File: src/rtl/addsub_pkg.sv
// addsub_pkg: op and state encodings shared by the accumulator and its bench
package addsub_pkg;
  typedef enum logic [1:0] {
    OP_ADD  = 2'b00,
    OP_SUB  = 2'b01,
    OP_LOAD = 2'b10,
    OP_NOP  = 2'b11
  } op_t;
  typedef enum logic [1:0] {
    IDLE  = 2'b00,
    ACCUM = 2'b01,
    DONE  = 2'b10
  } state_t;
  localparam logic [3:0] CNT_MAX = 4'd15;
  function automatic logic [3:0] sat_inc(input logic [3:0] c);
    return c == CNT_MAX ? c : c + 4'd1;
  endfunction
endpackage

File: src/rtl/addsub_core.sv
// addsub_core: shared adder, a + b (sub=0) or a + ~b + 1 (sub=1); ports a, b, sub -> sum, cout
module addsub_core #(
  parameter int WIDTH = 8
) (
  input  logic [WIDTH-1:0] a,
  input  logic [WIDTH-1:0] b,
  input  logic             sub,
  output logic [WIDTH-1:0] sum,
  output logic             cout
);
  logic [WIDTH-1:0] b_eff;
  logic [WIDTH:0] r;
  assign b_eff = sub ? ~b : b;
  assign r = {1'b0, a} + {1'b0, b_eff} + {{WIDTH{1'b0}}, sub};
  assign sum = r[WIDTH-1:0];
  assign cout = r[WIDTH];
endmodule

File: src/rtl/addsub_accum.sv
// addsub_accum: sequence accumulator; beats in (in_valid/in_ready/in_data/in_op/in_last), result out (out_valid/out_ready/out_data/out_flag/out_count)
module addsub_accum
  import addsub_pkg::*;
#(
  parameter int WIDTH = 8
) (
  input  logic             clk,
  input  logic             rst,
  input  logic             in_valid,
  output logic             in_ready,
  input  logic [WIDTH-1:0] in_data,
  input  logic [1:0]       in_op,
  input  logic             in_last,
  output logic             out_valid,
  input  logic             out_ready,
  output logic [WIDTH-1:0] out_data,
  output logic             out_flag,
  output logic [3:0]       out_count
);
  state_t state, state_d;
  op_t op;
  logic [WIDTH-1:0] acc, acc_d, sum;
  logic flag, flag_d, cout;
  logic [3:0] count, count_d;
  assign op = op_t'(in_op);
  addsub_core #(.WIDTH(WIDTH)) u_core (
    .a(acc),
    .b(in_data),
    .sub(op == OP_SUB),
    .sum(sum),
    .cout(cout)
  );
  always_ff @(posedge clk) begin
    if (rst) begin
      state <= IDLE;
      acc <= '0;
      flag <= 1'b0;
      count <= 4'd0;
    end else begin
      state <= state_d;
      acc <= acc_d;
      flag <= flag_d;
      count <= count_d;
    end
  end
  // on SUB the adder's carry-out is the inverse of borrow
  always_comb begin
    state_d = state;
    acc_d = acc;
    flag_d = flag;
    count_d = count;
    if (state == DONE) begin
      if (out_ready) begin
        state_d = IDLE;
        acc_d = '0;
        flag_d = 1'b0;
        count_d = 4'd0;
      end
    end else if (in_valid) begin
      acc_d = op == OP_LOAD ? in_data : op == OP_NOP ? acc : sum;
      flag_d = op == OP_ADD ? flag | cout :
               op == OP_SUB ? flag | ~cout :
               op == OP_LOAD ? 1'b0 : flag;
      count_d = sat_inc(count);
      state_d = in_last ? DONE : ACCUM;
    end
  end
  assign in_ready = state != DONE;
  assign out_valid = state == DONE;
  assign out_data = acc;
  assign out_flag = flag;
  assign out_count = count;
endmodule

File: config.mk
export PLATFORM = sky130hd
export DESIGN_NAME = addsub_accum
export DESIGN_NICKNAME = d
export VERILOG_FILES = /design/src/rtl/addsub_pkg.sv /design/src/rtl/addsub_core.sv /design/src/rtl/addsub_accum.sv
export SDC_FILE = /design/constraint.sdc
export NUM_CORES = 1
export LEC_CHECK = 0
export ABC_AREA = 1
export BUFFER_PORTS_ARGS = -buffer_cell sky130_fd_sc_hd__buf_2
export CAP_MARGIN = 10
export CORE_ASPECT_RATIO = 0.6
export CORE_MARGIN = 3
export CORE_UTILIZATION = 45
export CTS_CLUSTER_SIZE = 8
export DETAILED_ROUTE_END_ITERATION = 10
export PLACE_DENSITY = 0.75
export SYNTH_ARGS = -nofsm -noshare
export SYNTH_HDL_FRONTEND = slang
export SYNTH_SLANG_ARGS = --single-unit
File: constraint.sdc
create_clock -name clk -period 2.82 [get_ports clk]
set_clock_uncertainty 0.1 [all_clocks]
set_input_delay 0.564 -clock clk [delete_from_list [all_inputs] [get_ports clk]]
set_output_delay 0.564 -clock clk [all_outputs]
set_load 0.1 [all_outputs]
# Word level (Yosys, flattened, before mapping)
# Index checks and enable logic that the tools add are counted.
[totals] regBits=15 in_bits=15 out_inout_bits=15 elab_cells=47
[classes] addsub=3 n_eq_ne=9 muxes=20 n_bitwise=4 reduce_logical=7
[ops] cell="2-to-1 mux 8 bit" n=6
[ops] cell="2-to-1 mux 4 bit" n=4
[ops] cell="adder 8 x 8 -> 9 bit" n=1
[ops] cell="adder 9 x 1 -> 9 bit" n=1
[ops] cell="AND reduction 3 bit" n=3
[ops] cell="2-to-1 mux 2 bit" n=4
[ops] cell="inverter 8 bit" n=1
[ops] cell="== test 2 bit, second input constant" n=3
[ops] cell="2-to-1 mux 1 bit" n=6
[ops] cell="adder 4 x 1 -> 4 bit, second input constant" n=1
[ops] cell="== test 4 bit, second input constant" n=1
[ops] cell="!= test 2 bit, second input constant" n=2
[ops] cell="nonzero test 4 bit" n=1
[ops] cell="!= test 3 bit, second input constant" n=1
[ops] cell="== test 2 x 1 -> 1 bit, second input constant" n=1
[ops] cell="logical NOT 2 bit" n=1
[ops] cell="!= test 2 x 1 -> 1 bit, second input constant" n=1
[ops] cell="bitwise OR 1 bit" n=2
[ops] cell="AND reduction 2 bit" n=1
[ops] cell="nonzero test 2 bit" n=1
[ops] cell="inverter 1 bit" n=1

# Logic depth before layout (Yosys ltp)
[depth] depth_word=10 depth_mapped=14 depth_no_buf=14

# Modules after synthesis
# Synthesis repeated with hierarchy kept, for this count alone.
[unflattened] cells_unflattened=210 hier_area_um2=1320.0
[by_module_without_submodules] mod="addsub_accum" n_inst=1 cells_each=137 area_each_um2=868.3 seq_area_each_um2=300.3
[by_module_without_submodules] mod="addsub_core" n_inst=1 cells_each=73 area_each_um2=451.7 seq_area_each_um2=0.0

# Worst setup path before layout
# No wires, ideal clock.
[synth_timing] path_type="flip-flop to flip-flop" startpoint="register acc[0] (netlist: out_data[0])" endpoint="register acc[1] (netlist: out_data[1])" setup_ns=0.135 arrival_time_ns=2.160 required_time_ns=2.585 path_slack_ns=0.425 path_stages_with_launch=8 n_path_buf=0 period_less_slack_ns=2.395 path_cell_list="dfxtp_1 > inv_1 > nand2_1 > and2_1 > fa_1 > or2_2 > o211ai_1 > a21oi_1"
[synth_via] elab_chain_cells=6
[synth_lines] element="start, declared" line="addsub_accum.sv:22" source="logic [WIDTH-1:0] acc, acc_d, sum;"
[synth_lines] element="start signal, assigned" line="addsub_accum.sv:36" source="acc <= '0;"
[synth_lines] element="start signal, assigned" line="addsub_accum.sv:41" source="acc <= acc_d;"
[synth_lines] element="adder 8 x 8 -> 9 bit" line="addsub_core.sv:14" source="assign r = {1'b0, a} + {1'b0, b_eff} + {{WIDTH{1'b0}}, sub};"
[synth_lines] element="adder 9 x 1 -> 9 bit" line="addsub_core.sv:14"
[synth_lines] element="2-to-1 mux 8 bit (2 in series)" line="addsub_accum.sv:60" source="acc_d = op == OP_LOAD ? in_data : op == OP_NOP ? acc : sum;"
[synth_lines] element="2-to-1 mux 8 bit" line="addsub_accum.sv:59" source="end else if (in_valid) begin"
[synth_lines] element="2-to-1 mux 8 bit" line="addsub_accum.sv:52" source="if (state == DONE) begin"
# No other way between the ends. The select of a mux whose other input is x is not followed.
# A chain may end at the register's enable or synchronous reset.

# Worst setup path in the final report
[layout_timing] startpoint="input port in_op[1]" endpoint="register flag (netlist: out_flag)"
[layout_via] elab_chain_cells=10 elab_cells_between_ends=15 cone_classes="2 x add/sub; 2 x eq/ne; 5 x mux; 3 x bitwise; 3 x reduce/logical"
[layout_lines] element="start, declared" line="addsub_accum.sv:12" source="input logic [1:0] in_op,"
[layout_lines] element="== test 2 x 1 -> 1 bit" line="addsub_accum.sv:29, addsub_accum.sv:62"
[layout_lines] element="2-to-1 mux 8 bit" line="addsub_core.sv:13" source="assign b_eff = sub ? ~b : b;"
[layout_lines] element="adder 8 x 8 -> 9 bit" line="addsub_core.sv:14"
[layout_lines] element="adder 9 x 1 -> 9 bit" line="addsub_core.sv:14"
[layout_lines] element="inverter 1 bit" line="addsub_accum.sv:62" source="op == OP_SUB ? flag | ~cout :"
[layout_lines] element="bitwise OR 1 bit" line="addsub_accum.sv:62"
[layout_lines] element="2-to-1 mux 1 bit" line="addsub_accum.sv:62"
[layout_lines] element="2-to-1 mux 1 bit" line="addsub_accum.sv:61" source="flag_d = op == OP_ADD ? flag | cout :"
[layout_lines] element="2-to-1 mux 1 bit" line="addsub_accum.sv:59"
[layout_lines] element="2-to-1 mux 1 bit" line="addsub_accum.sv:52"
[layout_lines] element="end signal, assigned" line="addsub_accum.sv:42" source="flag <= flag_d;"
[layout_lines] element="end, declared" line="addsub_accum.sv:23" source="logic flag, flag_d, cout;"
# Parallel ways exist; a longest one is shown, timed or not. The select of a mux whose other input is x is not followed.

==> results.md <==
- Status: completed
- Storage cell area: 300 um2
- Peak VDD IR: 0.263 mV
- Port Buffer Count: 29
- LEAKAGE: 0.000733 uW
- Largest net degree at the start of global routing: 13
- # resized after CTS: 0
- Via count: 1197
- Final-layout fill cell count: 235
- DRT iter0 DRCs: 76
- Relative slew margins: 0.674
- Area of the multi-input gates: 773 um2
- Share of the synthesized area in the top cell type: 0.255
- Core area: 0.00233 mm2
- Tcrit/Tclk final: 0.795
- Clock tree buffer depth: 2
- WL final: 3010 um
- Synthesis-to-layout area growth: 18.7%
- Layout cells sized above 1: 0.257
- Hold_buf cts: 0
- CP required: 2860 ps
- Starting Density: 0.506
- Initial antenna violation count: 0
- Area contributors post-synth: dfxtp_1, nand2_1, ha_1, a21oi_1, nand3_1
- Synth Instances: 171
- Finished Core Util: 0.600
- Post-Syn Nets: 195
- Critical path type: primary input to flip-flop
- Crit path DAT: 2280 ps
- Worst-margin pin slew: 492 ps
- Setup Buffers After CTS: 0
- Syn_area_per_cell: 6.88 um2
- Die Height: 45.6 um
- Clock Latency Late Sink: 260 ps
- N_diodes: 0
- Critical Path Fanout Max: 8
- DRC viols: 0
- Max_cap viols: 0
- Final hold viol count: 0
- Warnings, synthesis: 0
- Top_reg_cell synth: dfxtp_1
- Unrepaired setup endpoints after global routing: false
- Root Driver: clkbuf_8
- Number of synthesized flops with an enable pin: 0
- CTS Buf Count: 3
- CTS tree: yes
- WHS: 376 ps
- H-tree Lvls: 1
- Post-synthesis cell type count: 30
- CP endpoint kind: flip-flop
- Max-slew violations: 0
- CTS sink cnt: 15
- Row cnt: 13
- Crit path cell chain: buf_2, inv_1, nand2_4, xnor2_1, fa_1, nand3_1, nand3_1, nand2_1, a21oi_1, o21bai_1, a21oi_1
- Ports: 30
- Final GP Congestion: 0.852
- NumNets Final: 227
- Vias in the first global route: 1107
- #FFs+latches synth: 15
- Fin Setup TNS: 0 ps
- Seq/Total Area, Yosys: 0.255
- First-pass GRT wire length: 4860 um
- Leading cell type in the layout, fill and taps excluded: nand2_1
- Die Wd: 72 um
- ANT nets after route: 0
- Vias per cell: 5.16
- Synth area leader: dfxtp_1
- Post-Place Cell Area: 0.00135 mm2
- Die ar.: 0.00328 mm2
- Drt pass-1 iters: 4
- Max incr delay on CP: 460 ps
- GRT overflow: 0
- Routed wire per std cell: 13.0 um
- Post-synth ARST share: 0
- Syn Std Cell Area: 0.00118 mm2
- Total track usage: 0.196
- Fin area: 0.00140 mm2
- Clock-pin transition on the worst setup and hold timing paths: 70 ps
- Final setup violation count: 0
- Period minus WS final: 2240 ps
- Most frequent cells in the layout: nand2_1, buf_2, inv_1, a21oi_1
- F_max: 446 MHz
- HPWL Detailed: 2410 um
- Min-Delay Path Class: flip-flop to flip-flop
- Crit path launch type: primary input
- PD cells: 583 mW/mm2
- Worst path slowest cell: fa_1
[cell usage after synthesis (2+ instances only)]
cell	instances
xor2_1	4
nand3_1	15
o21a_1	2
nand2_2	4
nor2_1	10
nand2_1	37
inv_2	6
a21oi_2	2
o211ai_1	3
inv_1	19
xnor2_1	5
o21ai_1	2
a21oi_1	19
nand2_4	3
nand4_1	3
o21ai_0	2
ha_1	8
dfxtp_1	15
[per-stage QoR]
step	power, uW	setup WS (ps)	cells
after detailed placement	633	336	228
after global placement	625	403	228
after CTS	816	605	232
after floorplan	561	425	171
final	815	577	232
after global routing	859	464	232
[path summary, 6_finish.rpt]
path / end / startpoint / depth (start not counted) / slack, ps
min reg2reg: state[0] / state[0] / 2 / 380
max reg2reg: out_flag / out_data[0] / 10 / 890
max: out_flag / in_op[1] / 11 / 580
min: state[0] / state[0] / 2 / 380
[worst max-delay path, delay by kind of cell]
kind / cells / cell delay, ps
buffers and inverters: 2 / 240
AND/OR/NAND/NOR: 4 / 500
AO/OA/AOI/OAI: 3 / 310
adder cells (fa/ha/maj): 1 / 460
XOR/XNOR: 1 / 210
[routing by layer]
layer | GRT usage | vias to the layer above | wire length (um)
met4 | 0.0824 | 0 | 51
met5 | 0 | - | 0
met1 | 0.263 | 530 | 1480
met2 | 0.310 | 42 | 1240
met3 | 0.0396 | 4 | 234
li1 | - | 621 | -
[state kept, by name, summed over array words and instances (netlist names)]
register   flops
out_count      4
state          2
out_data       8
out_flag       1
[report_power, final]
| part | switching, uW | internal, uW | total [uW] |
|---|---|---|---|
| clock network | 85.6 | 98.2 | 184 |
| logic | 279 | 105 | 384 |
| registers | 16.3 | 230 | 247 |
[layout make-up]
type | count | share of cell area
multi-input combinational | 129 | 0.554
sequential | 15 | 0.215
timing repair buffer | 29 | 0.104
inverter | 25 | 0.0672
clock buffer | 3 | 0.0296
tap | 30 | 0.0269
clock inverter | 1 | 0.00358
[cells by family (layout without fill, tap and decap cells)]
group | Yosys count | after routing | synth area share
compound gates | 33 | 33 | 0.164
xor+xnor | 9 | 9 | 0.0670
fa+ha+maj | 9 | 9 | 0.102
buf+inv | 27 | 58 | 0.0872
flops | 15 | 15 | 0.255
simple gates | 78 | 78 | 0.324
(Power assumes the default switching activity.)
